### src/rtl/hamming_rx_decoder.sv
`default_nettype none
// hamming_rx_decoder: serial Hamming(15,11) receiver, single-error correction, 1-deep check stage + output register. Rev 1.0
// Define HAMMING_RX_ERRCNT_EN to add the saturating err_count output.

module hamming_rx_decoder (
  input  logic        clk,
  input  logic        rst_n,
  input  logic        bit_in,
  input  logic        bit_valid,
  input  logic        frame_start,
  output logic [10:0] data_out,
  output logic [3:0]  syndrome,
  output logic        corrected,
  output logic        out_valid,
  input  logic        out_ready,
  output logic        overrun
`ifdef HAMMING_RX_ERRCNT_EN
  ,
  output logic [7:0]  err_count
`endif
);

  typedef enum logic [0:0] {
    IDLE  = 1'b0,
    SHIFT = 1'b1
  } state_t;

  // Bit k of a position index selects the positions covered by syndrome bit k.
  localparam logic [14:0] SYN_MASK0 = 15'h5555;
  localparam logic [14:0] SYN_MASK1 = 15'h6666;
  localparam logic [14:0] SYN_MASK2 = 15'h7878;
  localparam logic [14:0] SYN_MASK3 = 15'h7F80;

  state_t      state;
  logic [3:0]  count;
  logic [14:0] shift_word;
  logic        chk_full;
  logic [14:0] chk_word;

  logic        word_done;
  logic        out_free;
  logic        drain;
  logic [3:0]  syn_c;
  logic [14:0] flip_c;
  logic [14:0] fixed_c;
  logic [10:0] data_c;

  // Position 15 completes the word even when it also carries frame_start.
  assign word_done = (state == SHIFT) && bit_valid && (count == 4'd14);
  assign out_free  = !out_valid || out_ready;
  assign drain     = chk_full && out_free;

  always_comb begin
    syn_c[0] = ^(chk_word & SYN_MASK0);
    syn_c[1] = ^(chk_word & SYN_MASK1);
    syn_c[2] = ^(chk_word & SYN_MASK2);
    syn_c[3] = ^(chk_word & SYN_MASK3);
    flip_c   = (syn_c == 4'd0) ? 15'd0 : (15'd1 << (syn_c - 4'd1));
    fixed_c  = chk_word ^ flip_c;
    data_c   = {fixed_c[14:8], fixed_c[6:4], fixed_c[2]};
  end

  always_ff @(posedge clk or negedge rst_n) begin
    if (!rst_n) begin
      state      <= IDLE;
      count      <= 4'd0;
      shift_word <= 15'd0;
    end else if (bit_valid) begin
      if (frame_start) begin
        state      <= SHIFT;
        count      <= 4'd1;
        shift_word <= {14'd0, bit_in};
      end else if (state == SHIFT) begin
        shift_word[count] <= bit_in;
        if (count == 4'd14) begin
          state <= IDLE;
          count <= 4'd0;
        end else begin
          count <= count + 4'd1;
        end
      end
    end
  end

  always_ff @(posedge clk or negedge rst_n) begin
    if (!rst_n) begin
      chk_full  <= 1'b0;
      chk_word  <= 15'd0;
      out_valid <= 1'b0;
      data_out  <= 11'd0;
      syndrome  <= 4'd0;
      corrected <= 1'b0;
      overrun   <= 1'b0;
    end else begin
      if (word_done && (!chk_full || drain)) begin
        chk_full <= 1'b1;
        chk_word <= {bit_in, shift_word[13:0]};
      end else if (drain) begin
        chk_full <= 1'b0;
      end

      if (word_done && chk_full && !drain) begin
        overrun <= 1'b1;
      end

      if (drain) begin
        out_valid <= 1'b1;
        data_out  <= data_c;
        syndrome  <= syn_c;
        corrected <= (syn_c != 4'd0);
      end else if (out_valid && out_ready) begin
        out_valid <= 1'b0;
      end
    end
  end

`ifdef HAMMING_RX_ERRCNT_EN
  always_ff @(posedge clk or negedge rst_n) begin
    if (!rst_n) begin
      err_count <= 8'd0;
    end else if (out_valid && out_ready && corrected && (err_count != 8'hFF)) begin
      err_count <= err_count + 8'd1;
    end
  end
`endif

endmodule

`default_nettype wire

### config.mk
export PLATFORM = sky130hd
export DESIGN_NAME = hamming_rx_decoder
export DESIGN_NICKNAME = d
export VERILOG_FILES = /design/src/rtl/hamming_rx_decoder.sv
export SDC_FILE = /design/constraint.sdc
export NUM_CORES = 1
export LEC_CHECK = 0
export CORE_UTILIZATION = 52
export DETAILED_ROUTE_END_ITERATION = 10
export GPL_TIMING_DRIVEN = 0
export PLACE_DENSITY = 0.74
export SLEW_MARGIN = 20
export SYNTH_ARGS = -nofsm -noshare
export SYNTH_HDL_FRONTEND = slang
export SYNTH_SLANG_ARGS = --single-unit
### constraint.sdc
create_clock -name clk -period 2.3 [get_ports clk]
set_input_delay 0.345 -clock clk [delete_from_list [all_inputs] [get_ports clk]]
set_output_delay 0.345 -clock clk [all_outputs]
set_load 0.005 [all_outputs]
; Yosys cells after proc, flatten, opt, wreduce, memory -nomap -nowiden
; Index checks and enable logic that the tools add are counted.
[op_classes]
n_eq_ne = 1
addsub = 2
n_lt_le_gt_ge = 2
muxes = 16
n_reduce_logical = 23
bitwise_logic = 1
shifts = 1
[op_table]
columns = op, count
row1 = $reduce_xor A15 Y1, 4
row2 = $mux W15, 3
row3 = $bwmux W15, 1
row4 = $shl A1 B4 Y15 const A, 1
row5 = $xor A15 B15 Y15, 1
row6 = $mux W4, 3
row7 = $logic_and A1 B1 Y1, 8
row8 = $mux W1, 8
row9 = $reduce_bool A2 Y1, 3
row10 = $lt A4 B5 Y1 const B, 1
row11 = $add A4 B1 Y4 const B, 1
row12 = $demux W1 S4, 1
row13 = $eq A4 B4 Y1 const B, 1
row14 = $ge A4 B1 Y1 const B, 1
row15 = $logic_not A4 Y1, 1
row16 = $reduce_bool A4 Y1, 1
row17 = $sub A4 B1 Y4 const B, 1
row18 = $logic_not A1 Y1, 3
row19 = $logic_or A1 B1 Y1, 2
row20 = $reduce_and A2 Y1, 1
[word_totals]
word_cells = 56
register_bits = 54
out_inout_bits = 18

; Longest topological paths before layout
[depth]
depth_word = 7
ltp_mapped = 9
ltp_nobuf = 9

; Least setup slack after synthesis
; No wires, ideal clock.
[synth_timing]
path_kind = register -> register
from = reg chk_word[6]
to = reg data_out[1]
arrival_time_ns = 2.380
required_ns = 2.208
setup_ns = 0.092
path_stages_with_launch = 10
slack_ns = -0.172
synth_period_minus_slack_ns = 2.472
path_buffers = 0
cell_sequence = dfrtp_1 xnor2_1 xor2_2 and3_2 or2_2 ha_1 nand2_1 nor4_1 nor3_1 o31ai_2
[synth_via]
elab_chain_len = 5
[synth_lines]
columns = element, line
row1 = "start, declared", 38  ; logic [14:0] chk_word;
row2 = "start signal, assigned", 97  ; chk_word <= {bit_in, shift_word[13:0]};
row3 = $reduce_xor A15 Y1 (on tied branches), "54, 55, 56"
row4 = $sub A4 B1 Y4, 58  ; flip_c = (syn_c == 4'd0) ? 15'd0 : (15'd1 << (syn_c - 4'd1));
row5 = $shl A1 B4 Y15, 58
row6 = $mux W15 *, 58
row7 = $xor A15 B15 Y15 *, 59  ; fixed_c = chk_word ^ flip_c;
row8 = "end signal, assigned", 108  ; data_out <= data_c;
row9 = "end, declared", 11  ; output logic [10:0] data_out,
; Every way passes the cells marked *; elsewhere a longest branch is shown, timed or not.
; A chain may end at the register's enable or synchronous reset.

; Worst setup path after layout
[layout_timing]
from = reg chk_word[14]
to = reg data_out[2]
[layout_via]
elab_chain_len = 5
[layout_lines]
columns = element, line
row1 = $reduce_xor A15 Y1 (on tied branches), -
row2 = $sub A4 B1 Y4, 58
row3 = $shl A1 B4 Y15, 58
row4 = $mux W15 *, 58
row5 = $xor A15 B15 Y15 *, 59
; Marks and branches as above.

==> metrics <==
M1 GR Usage 0.292; Worst setup SP type register; top achievable clock speed between 400 and 500 MHz; most common cell after layout, fill and taps aside dfrtp_1; DIE HEIGHT approximately 75 µm; Worst EP required about 2.5 ns; switching part of the total 0.249; Final Hold Fails 0; max cap viols 0; flop-to-flop setup slack -0.06 ns; post-route design area roughly 3600 µm²; Slew HR 0.574; final RePlAce weighted congestion between 0.9 and 1; post-synthesis cell count 285; area of the die 5700 µm²; arrival time at the worst endpoint ~2.6 ns; Logic pwr share 0.082; power share of the clock group 0.347; utilization after layout 0.702; status complete, but fails checks; Reg2Reg Depth 9; failing checks negative setup slack; via count between 2k and 2.5k; most frequent cells in the layout dfrtp_1, nand2_1, nor2_1, clkdlybuf4s50_1, o21ai_0; drt wl/cell between 15 and 20 µm; Synth Cell Area 2810 µm²; level count of the clock H-tree 2; Worst IR Drop VDD approximately 0.36 mV; Crit Path Class reg -> reg; Hold Crit Class in -> async; num rows 26; DRC viols 0; met2 Usage GRT 0.399; clk slew on worst S/H paths 0.10 ns; synth unique cells 40; CTS sink count between 50 and 60; Sequential Power Share 0.570; RR Startpoint chk_word[14]; Root Driver clkbuf_8; Cell Count, Final, Fillers Out between 400 and 500; RSZ-0062 raised after global routing true; Overflow after GRT 0; Final WS setup -0.0603 ns; layout cell share with drive strength beyond 1 0.281; FILL cells between 300 and 400; Critical Path End Type register; vias in the first global route approximately 2.1k; Via density between 5 and 6; final setup fails 8; max-slew violation count 0; initial antenna violation count 0; clock buffer depth 2; CTS Buf Count 5; Area Overhead vs Synth 28.4%; sequential fraction of the synthesis area 0.472; first-pass GRT wire length 9980 µm; final hold slack roughly 0.053 ns; DP HPWL around 4200 µm; power per cell area approximately 470 nW/µm²; GRT Overall Usage 0.239; gr busiest metal met2; Total Power 1.70 mW; Nets approximately 340; I/O pin cnt 24; Leakage 1.45 nW; internal power roughly 1.3 mW; CP max FO 5; DRT antenna net count 0; core area around 5000 µm²; Avg Inst Size Synth roughly 9.9 µm²; GR Layer Usage met3 0.0489; clock skew around 0.0064 ns; CTS tree yes; Setup crit start chk_word[14]; syn_nets approximately 290; Die Wd 75.5 µm; Psw 0.422 mW; DRT Pass-1 Iters 4; Initial Util 0.546; later-pin clock latency in the skew report just over 0.3 ns; synth warn 0; DP Area between 3000 and 4000 µm²; dpl cells ~380; Tmin final 2.36 ns; Slew @ Worst Pin 0.640 ns; R2R Path End data_out[2]; number of port buffers 23; DR iter-0 viols 115; drt total wl approximately 6300 µm; number of synthesized register bits 53; largest net degree at the start of global routing 54; Ant. Diodes 0; fin crit share 1.03
[metrics by stage]
step | setup slack, ns | TNS [ns]
3_5_place_dp | -0.198 | -2.43
6_report | -0.0603 | -0.267
3_3_place_gp | -0.651 | -36.61
5_1_grt | -0.165 | -1.85
4_1_cts | -0.0295 | -0.0295
2_1_floorplan | 0.0424 | 0
[final cells by class]
| class | count | area (µm²) | area share |
|---|---|---|---|
| inverters | 2 | 7.51 | 0.00208 |
| multi-input cells | 220 | 1690 | 0.468 |
| plain buffers | 10 | 38.8 | 0.0108 |
| repair buffers | 38 | 340 | 0.0943 |
| flip-flops and latches | 53 | 1340 | 0.371 |
| clock inverters | 1 | 8.76 | 0.00243 |
| clock buffers | 7 | 96.3 | 0.0267 |
| well taps | 70 | 87.6 | 0.0243 |
[per-layer routing]
| metal | up-vias | wire length, µm |
|---|---|---|
| met2 | 73 | 3130 |
| met5 | - | 0 |
| li1 | 1081 | - |
| met1 | 1051 | 2670 |
| met3 | 21 | 265 |
| met4 | 0 | 243 |
[repair_timing]
action                                  4_1_cts  5_1_grt
setup buffers                                13        2
pin swaps                                     8        5
resized for setup                            24       13
endpoints found under the setup margin       19       20
hold buffers                                  0        0
[state kept, by name, indices dropped and copies added, names as in the netlist]
signal / flops
corrected: 1
count: 4
chk_full: 1
syndrome: 4
out_valid: 1
shift_word: 14
state: 1
overrun: 1
data_out: 11
chk_word: 15
[synthesized netlist by cell type (all sizes together)]
master,count,share of area
nand4,2,0.0045
nor2b,5,0.011
a2bb2oi,1,0.0031
a21oi,9,0.016
xor2,7,0.030
inv,2,0.0027
a21o,1,0.0027
ha,1,0.0045
and3,1,0.0027
o31ai,4,0.016
nand2b,7,0.016
nor4,5,0.016
clkbuf,9,0.012
o21ai,27,0.048
nand2,42,0.056
o41ai,1,0.0031
and2,4,0.0089
o21bai,2,0.0053
nor2,23,0.031
or2,1,0.0022
or3,2,0.0062
a211oi,3,0.0080
mux2i,3,0.011
nand3,10,0.018
buf,1,0.0018
mux2,18,0.072
o21a,5,0.014
dfrtp,53,0.47
nor3,9,0.020
a31oi,3,0.0067
xnor2,24,0.080
[worst max-delay path, stage by stage (launching register included)]
cell and delay (ns):
dfrtp_2 0.47, xor2_2 0.25, xor2_2 0.30, nor3_4 0.07, or2_4 0.27, ha_4 0.32, nand2_4 0.09, nor4_4 0.21
nor3_2 0.09, o31ai_2 0.21
[worst max path at each step]
stage | endpoint | depth (start not counted)
2_1_floorplan | data_out[1] | 9
3_3_place_gp | data_out[2] | 1
3_5_place_dp | data_out[1] | 9
4_1_cts | data_out[1] | 9
5_1_grt | data_out[4] | 8
6_report | data_out[2] | 9
[cell families (layout without fill, tap and decap cells)]
group	after synthesis	count (layout)	synth area share
flip-flops	53	53	0.472
multiplexers	21	21	0.0828
AO/OA/AOI/OAI	56	56	0.123
XOR/XNOR	31	31	0.110
AND/OR/NAND/NOR	111	111	0.191
buffers and inverters	12	58	0.0165
adder cells (fa/ha/maj)	1	1	0.00445
[power groups by stage]
stage          Combinational, mW  Clock, mW  Sequential, mW
6_report                   0.140      0.591           0.969
5_1_grt                    0.160      0.644           0.973
4_1_cts                    0.138      0.605           0.969
3_5_place_dp               0.135          0           0.987
3_3_place_gp               0.132          0           0.987
2_1_floorplan             0.0850          0           0.982
(Power assumes the default switching activity.)
==> RTL edit: new RTL, same settings <==
Add a define of `HAMMING_RX_ERRCNT_EN`.
--- a/src/rtl/hamming_rx_decoder.sv
+++ b/src/rtl/hamming_rx_decoder.sv
@@ -2,4 +2,6 @@
 // hamming_rx_decoder: serial Hamming(15,11) receiver, single-error correction, 1-deep check stage + output register. Rev 1.0
 // Define HAMMING_RX_ERRCNT_EN to add the saturating err_count output.
+
+`define HAMMING_RX_ERRCNT_EN
 
 module hamming_rx_decoder (
Function (old outputs only; new: err_count): kept (equiv_simple and equiv_induct, registers matched by name and starting in step).
==> RTL edit against the unedited design <==
The flow now finishes without violations; wire length down 2.9%; power rose by 23%; first-iteration DRC count is 16% lower; maximum frequency rose by 4.3%; sequential cell count rose by 8; setup slack improved by 0.098 ns; final area is 6.8% higher; count of clock-buffer cells in the layout up 6; clock power up 36%; area after synthesis grew 6.8%; critical endpoint is now data_out[1]; largest power group unchanged.
==> RTL edit: results <==
worst_hold_path:
  min_path_type: "in2reg"
setup_path:
  r2r_slack_ns: 0.04
  cpPeakStageDelay_ns: 0.45
  ff2ff_path_depth: 10
  cp-endpoint: "data_out[1]"
  crit_path_top_delay_cell: "dfrtp_1"
cells_and_area:
  buffers_excl_clock: 58
  multi_input_cells: 196
  clk_share_pct: 4.123
  inv_count: 0
  fill_cells: 389
  seq_share_pct: 39.77
  final_cells: 402
  nNetsFinal: 334
  nFlopsAndLatches: 61
pwr:
  pg_comb_w: 0.000177
  seqPwrFrac_pct: 53.1
  p_switching_w: 0.0005268
  power.leakage_nw: 1.639
place:
  routabilityCongestion: 0.8519
  dp_cells: 376
  portBuffers: 30
yosys:
  yosysUniqueCellTypes: 38
  synth.area.top_cells: "dfrtp_1, mux2_2, xnor2_1"
  syn_inst: 273
  synth_commonest_cells: "dfrtp_1, nand2_1, mux2_2, xnor2_1, xor2_1"
clocking:
  clk_latency_ns: 0.34
  cts_buffers: 9
sta:
  worstMarginPinSlew_ns: 0.8444
  fin_worst_skew_ns: 0.007259
  finalCriticalPeriod_ns: 2.262
global_route:
  globalRouteTotalUtil_pct: 21.34
  grt_pass1_vias: 2037
  grt_use_met2_pct: 32.74
route:
  first_iter_violations: 97
  dr_wl_met2_mm: 2.958
  wl_met1_mm: 2.854
floorplanning:
  fp-row-count: 27
status:
  run_status: "finished, final reports clean"
RTL edit: timing repair:
item,in CTS,in global routing
endpoints found under the hold margin,20,0
setup endpoints to repair,10,20
pin swaps,4,12
buffers inserted,3,6
resized for setup,7,18
cloned,0,1
hold buffers,1,0
RTL edit: kinds of logic (layout without fill, tap and decap cells):
group                    count (synthesis)  count (layout)  synth area share (%)
multiplexers                            21              21                 7.798
AO/OA/AOI/OAI                           50              50                 10.63
adder cells (fa/ha/maj)                  2               2                0.8339
flip-flops                              61              61                 50.88
AND/OR/NAND/NOR                         81              81                 13.76
XOR/XNOR                                42              42                 14.01
buffers and inverters                   16              73                 2.085
RTL edit: worst max-delay path: cells and delay by family (launching register included):
kind	cells	cell delay (ns)
XOR/XNOR	4	0.80
AO/OA/AOI/OAI	1	0.09
AND/OR/NAND/NOR	2	0.25
flip-flops	1	0.45
buffers and inverters	2	0.26
adder cells (fa/ha/maj)	1	0.28
